==> config.mk <==
export PLATFORM = sky130hd
export DESIGN_NAME = fetch_unit
export DESIGN_NICKNAME = d
export VERILOG_FILES = /design/src/rtl/fetch_pkg.sv /design/src/rtl/fetch_queue.sv /design/src/rtl/fetch_unit.sv
export SDC_FILE = /design/constraint.sdc
export NUM_CORES = 1
export LEC_CHECK = 0
export ABC_AREA = 0
export BUFFER_PORTS_ARGS = -buffer_cell sky130_fd_sc_hd__clkbuf_2
export CORE_MARGIN = 8
export CORE_UTILIZATION = 50
export CTS_BUF_LIST = sky130_fd_sc_hd__clkbuf_4 sky130_fd_sc_hd__clkbuf_8 sky130_fd_sc_hd__clkbuf_16
export DETAILED_ROUTE_END_ITERATION = 10
export PLACE_DENSITY = 0.8
export RECOVER_POWER = 50
export SYNTH_ARGS = -nofsm -noshare
export SYNTH_HDL_FRONTEND = slang
export SYNTH_HIERARCHICAL = 1
export SYNTH_SLANG_ARGS = --single-unit
export TNS_END_PERCENT = 5
==> constraint.sdc <==
create_clock -name clk -period 11.16 [get_ports clk]
set_input_delay 2.232 -clock clk [delete_from_list [all_inputs] [get_ports clk]]
set_output_delay 2.232 -clock clk [all_outputs]
set_load 0.01 [all_outputs]
==> src/rtl/fetch_pkg.sv <==
// Shared types and helpers for the instruction fetch unit: FSM state encoding,
// instruction-queue entry layout and small arithmetic helpers.
package fetch_pkg;

  localparam int INSTR_BYTES     = 4;
  localparam int DEF_ADDR_WIDTH  = 32;
  localparam int DEF_INSTR_WIDTH = 32;

  typedef enum logic [2:0] {
    ST_RUN,
    ST_MISS_REQ,
    ST_MISS_WAIT,
    ST_FILL,
    ST_DRAIN
  } fetch_state_t;

  // Default entry layout; the top re-declares it with its own widths.
  typedef struct packed {
    logic [DEF_INSTR_WIDTH-1:0] instr;
    logic [DEF_ADDR_WIDTH-1:0]  pc;
  } iq_entry_t;

  function automatic int min3(input int a, input int b, input int c);
    int m;
    m = (a < b) ? a : b;
    return (m < c) ? m : c;
  endfunction

endpackage

==> src/rtl/fetch_queue.sv <==
// Circular instruction queue: up to FETCH_WIDTH in-order enqueues per cycle,
// one dequeue per cycle, synchronous flush that empties the queue.
module fetch_queue
  import fetch_pkg::*;
#(
  parameter type entry_t      = iq_entry_t,
  parameter int  FETCH_WIDTH  = 2,
  parameter int  IQ_DEPTH     = 8,
  localparam int PTR_W        = (IQ_DEPTH > 1) ? $clog2(IQ_DEPTH) : 1,
  localparam int CNT_W        = $clog2(IQ_DEPTH + 1),
  localparam int ENQ_W        = $clog2(FETCH_WIDTH + 1)
) (
  input  logic             clk,
  input  logic             rst_aH,
  input  logic             flush,
  input  logic [ENQ_W-1:0] enq_count,
  input  entry_t           enq_data [FETCH_WIDTH],
  input  logic             deq,
  output logic             valid,
  output entry_t           head,
  output logic [CNT_W-1:0] count
);

  entry_t           mem [IQ_DEPTH];
  logic [PTR_W-1:0] rd_ptr;
  logic [PTR_W-1:0] wr_ptr;
  logic [CNT_W-1:0] count_q;
  logic             deq_fire;

  assign valid    = (count_q != '0);
  assign head     = mem[rd_ptr];
  assign count    = count_q;
  assign deq_fire = deq && valid;

  // NOTE: storage is deliberately not reset; count_q alone decides which slots are live.
  always_ff @(posedge clk) begin
    for (int i = 0; i < FETCH_WIDTH; i++) begin
      if (!flush && (ENQ_W'(i) < enq_count)) begin
        mem[wr_ptr + PTR_W'(i)] <= enq_data[i];
      end
    end
  end

  // A dequeue in a flush cycle is simply absorbed: everything is discarded.
  always_ff @(posedge clk or posedge rst_aH) begin
    if (rst_aH) begin
      rd_ptr  <= '0;
      wr_ptr  <= '0;
      count_q <= '0;
    end else if (flush) begin
      rd_ptr  <= '0;
      wr_ptr  <= '0;
      count_q <= '0;
    end else begin
      wr_ptr  <= wr_ptr + PTR_W'(enq_count);
      rd_ptr  <= rd_ptr + PTR_W'(deq_fire);
      count_q <= count_q + CNT_W'(enq_count) - CNT_W'(deq_fire);
    end
  end

endmodule

==> src/rtl/fetch_unit.sv <==
// Instruction fetch unit: owns the PC, enqueues cache-hit instructions into
// the fetch queue and refills missing blocks from DRAM via a small FSM.
module fetch_unit
  import fetch_pkg::*;
#(
  parameter int                  ADDR_WIDTH   = 32,
  parameter int                  INSTR_WIDTH  = 32,
  parameter int                  BLOCK_INSTRS = 2,
  parameter int                  FETCH_WIDTH  = 2,
  parameter int                  IQ_DEPTH     = 8,
  parameter logic [ADDR_WIDTH-1:0] RESET_PC   = '0
) (
  input  logic                                clk,
  input  logic                                rst_aH,
  input  logic [ADDR_WIDTH-1:0]               recovery_PC,
  input  logic                                recovery_PC_valid,
  input  logic                                fetch_stall,
  output logic [ADDR_WIDTH-1:0]               icache_addr,
  input  logic                                icache_hit,
  input  logic [BLOCK_INSTRS*INSTR_WIDTH-1:0] icache_block,
  output logic                                icache_fill_we,
  output logic [ADDR_WIDTH-1:0]               icache_fill_addr,
  output logic [BLOCK_INSTRS*INSTR_WIDTH-1:0] icache_fill_data,
  output logic                                dram_req_valid,
  input  logic                                dram_req_ready,
  output logic [ADDR_WIDTH-1:0]               dram_req_addr,
  input  logic                                dram_resp_valid,
  input  logic [BLOCK_INSTRS*INSTR_WIDTH-1:0] dram_resp_data,
  input  logic                                instr_ready,
  output logic                                instr_valid,
  output logic [INSTR_WIDTH-1:0]              instr_data,
  output logic [ADDR_WIDTH-1:0]               instr_PC
);

  localparam int BLOCK_W     = BLOCK_INSTRS * INSTR_WIDTH;
  localparam int BLOCK_BYTES = BLOCK_INSTRS * INSTR_BYTES;
  localparam int SLOT_W      = (BLOCK_INSTRS > 1) ? $clog2(BLOCK_INSTRS) : 1;
  localparam int CNT_W       = $clog2(IQ_DEPTH + 1);
  localparam int ENQ_W       = $clog2(FETCH_WIDTH + 1);

  typedef struct packed {
    logic [INSTR_WIDTH-1:0] instr;
    logic [ADDR_WIDTH-1:0]  pc;
  } entry_t;

  fetch_state_t          state_q, state_d;
  logic [ADDR_WIDTH-1:0] pc_q, pc_d;
  logic [ADDR_WIDTH-1:0] miss_addr_q, miss_addr_d;
  logic [BLOCK_W-1:0]    fill_data_q, fill_data_d;

  logic [SLOT_W-1:0]     slot;
  int                    n_max;
  logic [ENQ_W-1:0]      enq_n;
  entry_t                enq_data [FETCH_WIDTH];
  logic                  flush;
  logic [CNT_W-1:0]      q_count;
  logic                  q_valid;
  entry_t                q_head;

  // Word slot within the block and the most we may take this cycle.
  assign slot  = pc_q[SLOT_W+1:2] & SLOT_W'(BLOCK_INSTRS - 1);
  assign n_max = min3(FETCH_WIDTH, BLOCK_INSTRS - int'(slot), IQ_DEPTH - int'(q_count));

  always_comb begin
    for (int i = 0; i < FETCH_WIDTH; i++) begin
      int idx;
      idx = int'(slot) + i;
      if (idx >= BLOCK_INSTRS) idx = 0;
      enq_data[i].instr = icache_block[idx*INSTR_WIDTH +: INSTR_WIDTH];
      enq_data[i].pc    = pc_q + ADDR_WIDTH'(INSTR_BYTES * i);
    end
  end

  // NOTE: every output of this block gets a default first, so no path can infer a latch.
  always_comb begin
    state_d     = state_q;
    pc_d        = pc_q;
    miss_addr_d = miss_addr_q;
    fill_data_d = fill_data_q;
    enq_n       = '0;
    flush       = recovery_PC_valid;

    unique case (state_q)
      ST_RUN: begin
        if (!recovery_PC_valid && !fetch_stall) begin
          if (icache_hit) begin
            enq_n = ENQ_W'(n_max);
            pc_d  = pc_q + ADDR_WIDTH'(INSTR_BYTES * n_max);
          end else begin
            miss_addr_d = pc_q & ~ADDR_WIDTH'(BLOCK_BYTES - 1);
            state_d     = ST_MISS_REQ;
          end
        end
      end
      ST_MISS_REQ: begin
        if (recovery_PC_valid)   state_d = ST_RUN;
        else if (dram_req_ready) state_d = ST_MISS_WAIT;
      end
      ST_MISS_WAIT: begin
        if (dram_resp_valid) begin
          if (recovery_PC_valid) begin
            state_d = ST_RUN;
          end else begin
            fill_data_d = dram_resp_data;
            state_d     = ST_FILL;
          end
        end else if (recovery_PC_valid) begin
          state_d = ST_DRAIN;
        end
      end
      ST_FILL:  state_d = ST_RUN;
      // The response still owed by DRAM belongs to a squashed path.
      ST_DRAIN: if (dram_resp_valid) state_d = ST_RUN;
      default:  state_d = ST_RUN;
    endcase

    if (recovery_PC_valid) pc_d = recovery_PC;
  end

  // NOTE: state registers use non-blocking assignments so all update together at the edge.
  always_ff @(posedge clk or posedge rst_aH) begin
    if (rst_aH) begin
      state_q     <= ST_RUN;
      pc_q        <= RESET_PC;
      miss_addr_q <= '0;
      fill_data_q <= '0;
    end else begin
      state_q     <= state_d;
      pc_q        <= pc_d;
      miss_addr_q <= miss_addr_d;
      fill_data_q <= fill_data_d;
    end
  end

  fetch_queue #(
    .entry_t    (entry_t),
    .FETCH_WIDTH(FETCH_WIDTH),
    .IQ_DEPTH   (IQ_DEPTH)
  ) u_queue (
    .clk      (clk),
    .rst_aH   (rst_aH),
    .flush    (flush),
    .enq_count(enq_n),
    .enq_data (enq_data),
    .deq      (instr_ready),
    .valid    (q_valid),
    .head     (q_head),
    .count    (q_count)
  );

  assign icache_addr      = pc_q;
  assign dram_req_valid   = (state_q == ST_MISS_REQ);
  assign dram_req_addr    = miss_addr_q;
  assign icache_fill_we   = (state_q == ST_FILL);
  assign icache_fill_addr = miss_addr_q;
  assign icache_fill_data = fill_data_q;
  assign instr_valid      = q_valid;
  assign instr_data       = q_head.instr;
  assign instr_PC         = q_head.pc;

endmodule
; ---- Word level (Yosys, flattened, before mapping)
; Memories as Yosys holds them, arrays and structs flattened.
; Index checks and enable logic that the tools add are counted.
[totals]
register_bits = 138
mem_bits_rw = 512
in_bits = 168
output_inout_bits = 227
wordCells = 79
n_memories = 1
[classes]
n_addsub = 10
magnitude_cmp = 6
eq_ne = 9
shifts = 2
mux = 27
n_bitwise = 2
reduce_logical = 15
[mem_list]
columns = memory, depth, word_bits, rd, rd_clocked_by_memory_dff, write_ports, line
row1 = u_queue.mem, 8, 64, 1, 0, 2, fetch_queue.sv:24  ; entry_t mem [IQ_DEPTH];
[op_table]
columns = operator, n
row1 = $mux W32, 5
row2 = $shiftx A64 B32 Y32, 2
row3 = $add A32 B3 Y32 const B, 1
row4 = $add A32 B32 Y32, 1
row5 = $lt A32 B5 Y1, 1
row6 = $mux W30, 1
row7 = $mux W3, 9
row8 = $pmux W3 S4, 1
row9 = $mux W2, 5
row10 = $reduce_and A3 Y1, 3
row11 = $eq A3 B2 Y1 const B, 2
row12 = $ne A2 B2 Y1 const B, 3
row13 = $reduce_bool A2 Y1, 3
row14 = $mux W1, 5
row15 = $reduce_and A5 Y1, 1
row16 = $sub A4 B4 Y5 const A, 1
row17 = $add A4 B2 Y4, 1
row18 = $logic_and A1 B1 Y1, 4
row19 = $lt A1 B2 Y1 const A, 2
row20 = $mux W4, 1
row21 = $reduce_bool A4 Y1, 1
row22 = $sub A4 B1 Y4, 1
row23 = $add A3 B1 Y3, 1
row24 = $add A3 B1 Y3 const B, 1
row25 = 13 further kinds, 15

; ---- Logic depth before layout (Yosys ltp)
[logic_depth]
depth_word = 12
mapped_depth = 21
depth_no_buf = 21

; ---- By module
; The synthesis kept the hierarchy.
[modules_own_cells]
columns = module, n_inst, cells_per_inst, area_each_um2, seq_area_each_um2
row1 = fetch_queue, 1, 1388, 26090.0, 15625.0
row2 = fetch_unit, 1, 826, 8490.6, 3203.1

; ---- Worst setup path before layout
; No wires, ideal clock.
[synth_timing]
path_type = input to register
startpoint = input fetch_stall
endpoint = memory u_queue/mem[0][0] (netlist name), enable pin
setup_ps = 581
t_arrival_ps = 8515
t_required_ps = 10579
slack_ps = 2064
stages = 6
path_buffers = 1
path_cell_list = nor4_2 nand2_1 clkbuf_1 nor3_1 o21ai_0 o31ai_1
[synth_rtl]
columns = item, line
row1 = start: declaration, fetch_unit.sv:17  ; input logic fetch_stall,
row2 = end: declaration, fetch_queue.sv:24

==> summary.md <==
The synthesized netlist contains 68 unique library cells. The part of the cycle the worst path needs was 66.91%; the share of flip-flops with an asynchronous set or reset was 21.23%. The number of setup buffers added after CTS was 0. The number of global-route vias before repair was 22985; the initial antenna violation count was 4. TritonCTS built the clock tree.

For the worst slew margin relative to its limit, the log shows -176.4%. After clock tree synthesis, the clock-pin slew on the worst setup and hold paths is 0.06 ns. The floorplan step defined a core boundary enclosing 68590 sq um. The run gives 650 as the sink count of the clock tree. The relative contribution of combinational cells to total power was 26.4%.

Per report_power, the clock group accounts for 31.9% of the total. At the end of the flow, the number of nets in the layout was 2732. The run gives 34580 sq um as the cell area after synthesis.

The cell sitting at the root of the clock tree is a clkbuf_16. Slew of the pin with the lowest slew margin: 4.123 ns. For this design the top-level I/O count stands at 395.

The clock period minus worst slack works out to 7.467 ns. The switching share of total power was 30.25%. The run finished, with violations left. The tools report the number of instances resized during post-cts repair as 0.

Number of warnings printed during yosys synthesis: 6. The tools report the kind of launch point of the worst setup path as a primary input. The clock reaches the later pin of the worst-skew pair after 0.62 ns. Max-cap violations in this run came to 10. The achievable clock frequency was 133.9 MHz. The worst hold path belongs to the class flip-flop to flip-flop. The average wire per cell in the routed design was 25.96 um; the number of hold buffers added after CTS was 0. STA puts the critical path data required time at 11.37 ns.

The run gives 0 as the final number of hold-violating endpoints. Each instance of the synthesized netlist takes up on average 15.62 sq um. edfxtp_1 takes more of the synthesized area than any other cell. Compared with the post-synthesis result, the final layout area differs by 12.58%. The area enclosed by the die boundary came out at 77830 sq um.

Critical path arrival: 7.68 ns. The number of DRC markers in iteration 0 was 1720; the reported net switching power was 2240 uW. Setup total negative slack on the finished layout was measured at 0 ns. Setup slack on the critical path of the routed design comes to 3.693 ns. In this run the deepest clock path goes through 3 buffers. The leakage power of the design was 0.01402 uW.

Once detail routing completed, the nets flagged for antenna violations numbered 0. Per report_power, the sequential group accounts for 41.6% of the total. The die width came out at 279.0 um.

The share of post-route cells with drive strength above 1 was 49.07%; the post-route core utilization was 56.76%. Wires add up to 91.20 mm. For the max-slew violation count, the log shows 386. For this run, the leading register cell type out of synthesis is edfxtp_1.

Dividing the detail-routed via count by the number of cells gives 5.964. In the post-synthesis netlist, the biggest area contributors are edfxtp_1 (44%), mux2_2 (24%), dfrtp_1 (10%). The global-route wire length before repair was 139.1 mm; the number of enable-type register cells in the synthesized netlist was 512.

The tools report the cell count after placement as 3378. The worst setup path is captured at a flip-flop. Final instance count without filler cells: 3513.

The checks that failed: max-capacitance violations, max-slew violations. The run gives 0 as the setup violation total in the final timing report. For the worst setup skew after layout, the log shows 0.02890 ns.

Of the post-synthesis cell area, the dominant cell type holds 44.46%. Input and output buffers added on the ports amount to 388. Power spread over the standard cell area amounts to 190.2 nW/um^2. Along the worst path, the maximum fanout reaches 65. The placement-stage worst setup slack came out at 4.619 ns. The run gives 3 as the depth of the CTS H-tree. Synthesis produced a netlist whose cell count is 2214.

DRC violation count after routing: 0. The die is 279.0 um tall. The congestion estimate from routability-driven global placement came to 0.8996. The critical path in this run is classified as primary input to flip-flop. The tools report the first-pass iteration count of the detailed router as 7. The number of synthesized register bits was 650; the design internal power was 5165 uW. The effective utilization at floorplan is 50.42%, and the sequential element share of the synthesized area is 54.45%. The logs give 117 for the largest net degree at the start of global routing and 96 for the number of rows in the core area. Global routing consumed, over all layers together, 23.07% of the routing resources.

Setup repair after global routing left no endpoint under its margin. The detailed router placed 20950 vias in this run. The run gives 72 as the clock buffer count from CTS.

In the layout the commonest cells are mux2_2 (725), edfxtp_1 (512), clkbuf_2 (230). Detailed placement ended at an HPWL of 56.52 mm. IR analysis of the VDD net gives a maximum drop of 151.5 uV.

Leaving out fill and tap cells, the most frequent cell in the layout is mux2_2. Summed over all layers, the global routing overflow is 0.
[cell type report]
type,count,area [sq um]
Antenna cell,2,5.005
Clock buffer,100,2059
Clock inverter,33,305.3
Fill cell,5447,29650
Inverter,23,87.58
Multi-Input combinational cell,1351,14480
Sequential cell,650,18840
Tap cell,931,1165
Timing Repair Buffer,423,1991
[metal layers]
layer  wire, um  track usage [%]  vias up  share of wire, %
li1           -                -     9170                 -
met1      36110            28.77    10857                40
met2      47000            40.70      793                52
met3       6437            5.192      126               7.1
met4       1615            5.468        4               1.8
met5         34                0        -             0.037
[final timing paths]
kind	slack, ns	cells after the start	to	start
max in group asynchronous	5.00	3	icache_addr[21]	rst_aH
setup / recovery	3.69	7	u_queue/mem[3][36]	recovery_PC_valid
setup reg to reg	3.91	11	u_queue/mem[7][36]	icache_addr[2]
hold reg to reg	0.50	1	icache_fill_data[42]	icache_fill_data[42]
hold / removal	0.50	1	icache_fill_data[42]	icache_fill_data[42]
min in group asynchronous	1.69	2	u_queue/count[0]	rst_aH
[flip-flops by register name, summed over array words and instances (netlist names)]
signal,count
icache_addr,32
u_queue/rd_ptr,3
u_queue/count,4
icache_fill_data,64
u_queue/wr_ptr,3
state_q,3
u_queue/mem,512
dram_req_addr,29
[per-stage QoR]
| stage | hold WS, ns | area [sq um] | power [uW] |
|---|---|---|---|
| 2_1_floorplan | 0.5144 | 34600 | 4483 |
| 3_3_place_gp | 0.4906 | 36920 | 5052 |
| 3_5_place_dp | 0.4947 | 36920 | 5142 |
| 4_1_cts | 0.5067 | 39290 | 7525 |
| 5_1_grt | 0.5187 | 38930 | 7743 |
| 6_report | 0.5034 | 38930 | 7406 |
[cells by family after synthesis]
logic type	share of synthesized area (%)
adder cells (fa/ha/maj)	1.621
flip-flops	54.45
AND/OR/NAND/NOR	3.220
other	0.01084
multiplexers	32.76
buffers and inverters	3.857
AO/OA/AOI/OAI	2.627
XOR/XNOR	1.462
[cells in the mapped netlist, drive strengths merged, types with 10 or more instances]
cell and n:
xnor2 29, mux4 128, nor3 15, nand3 24, mux2 738, nor2b 13
a21o 10, nor2 59, o21ai 54, inv 23, buf 159, xor2 27
a21oi 49, nand2 65, ha 40, mux2i 10, clkbuf 36, dfrtp 138
nand4 13, edfxtp 512
[power groups by stage]
stage | Clock (uW) | Combinational [uW] | Sequential, uW
after floorplan | 0 | 1390 | 3100
after detailed placement | 0 | 2010 | 3130
final | 2360 | 1960 | 3080
after global routing | 2500 | 2130 | 3110
after CTS | 2410 | 2030 | 3090
after global placement | 0 | 1930 | 3120
[critical path, stage by stage]
cell and delay (ns):
buf_2 0.07, clkbuf_1 1.64, nor3_1 0.56, nand4_1 0.26, buf_4 0.92, o21ai_0 1.15
buf_4 0.75
Note: power is estimated with default switching activity, not from simulation.
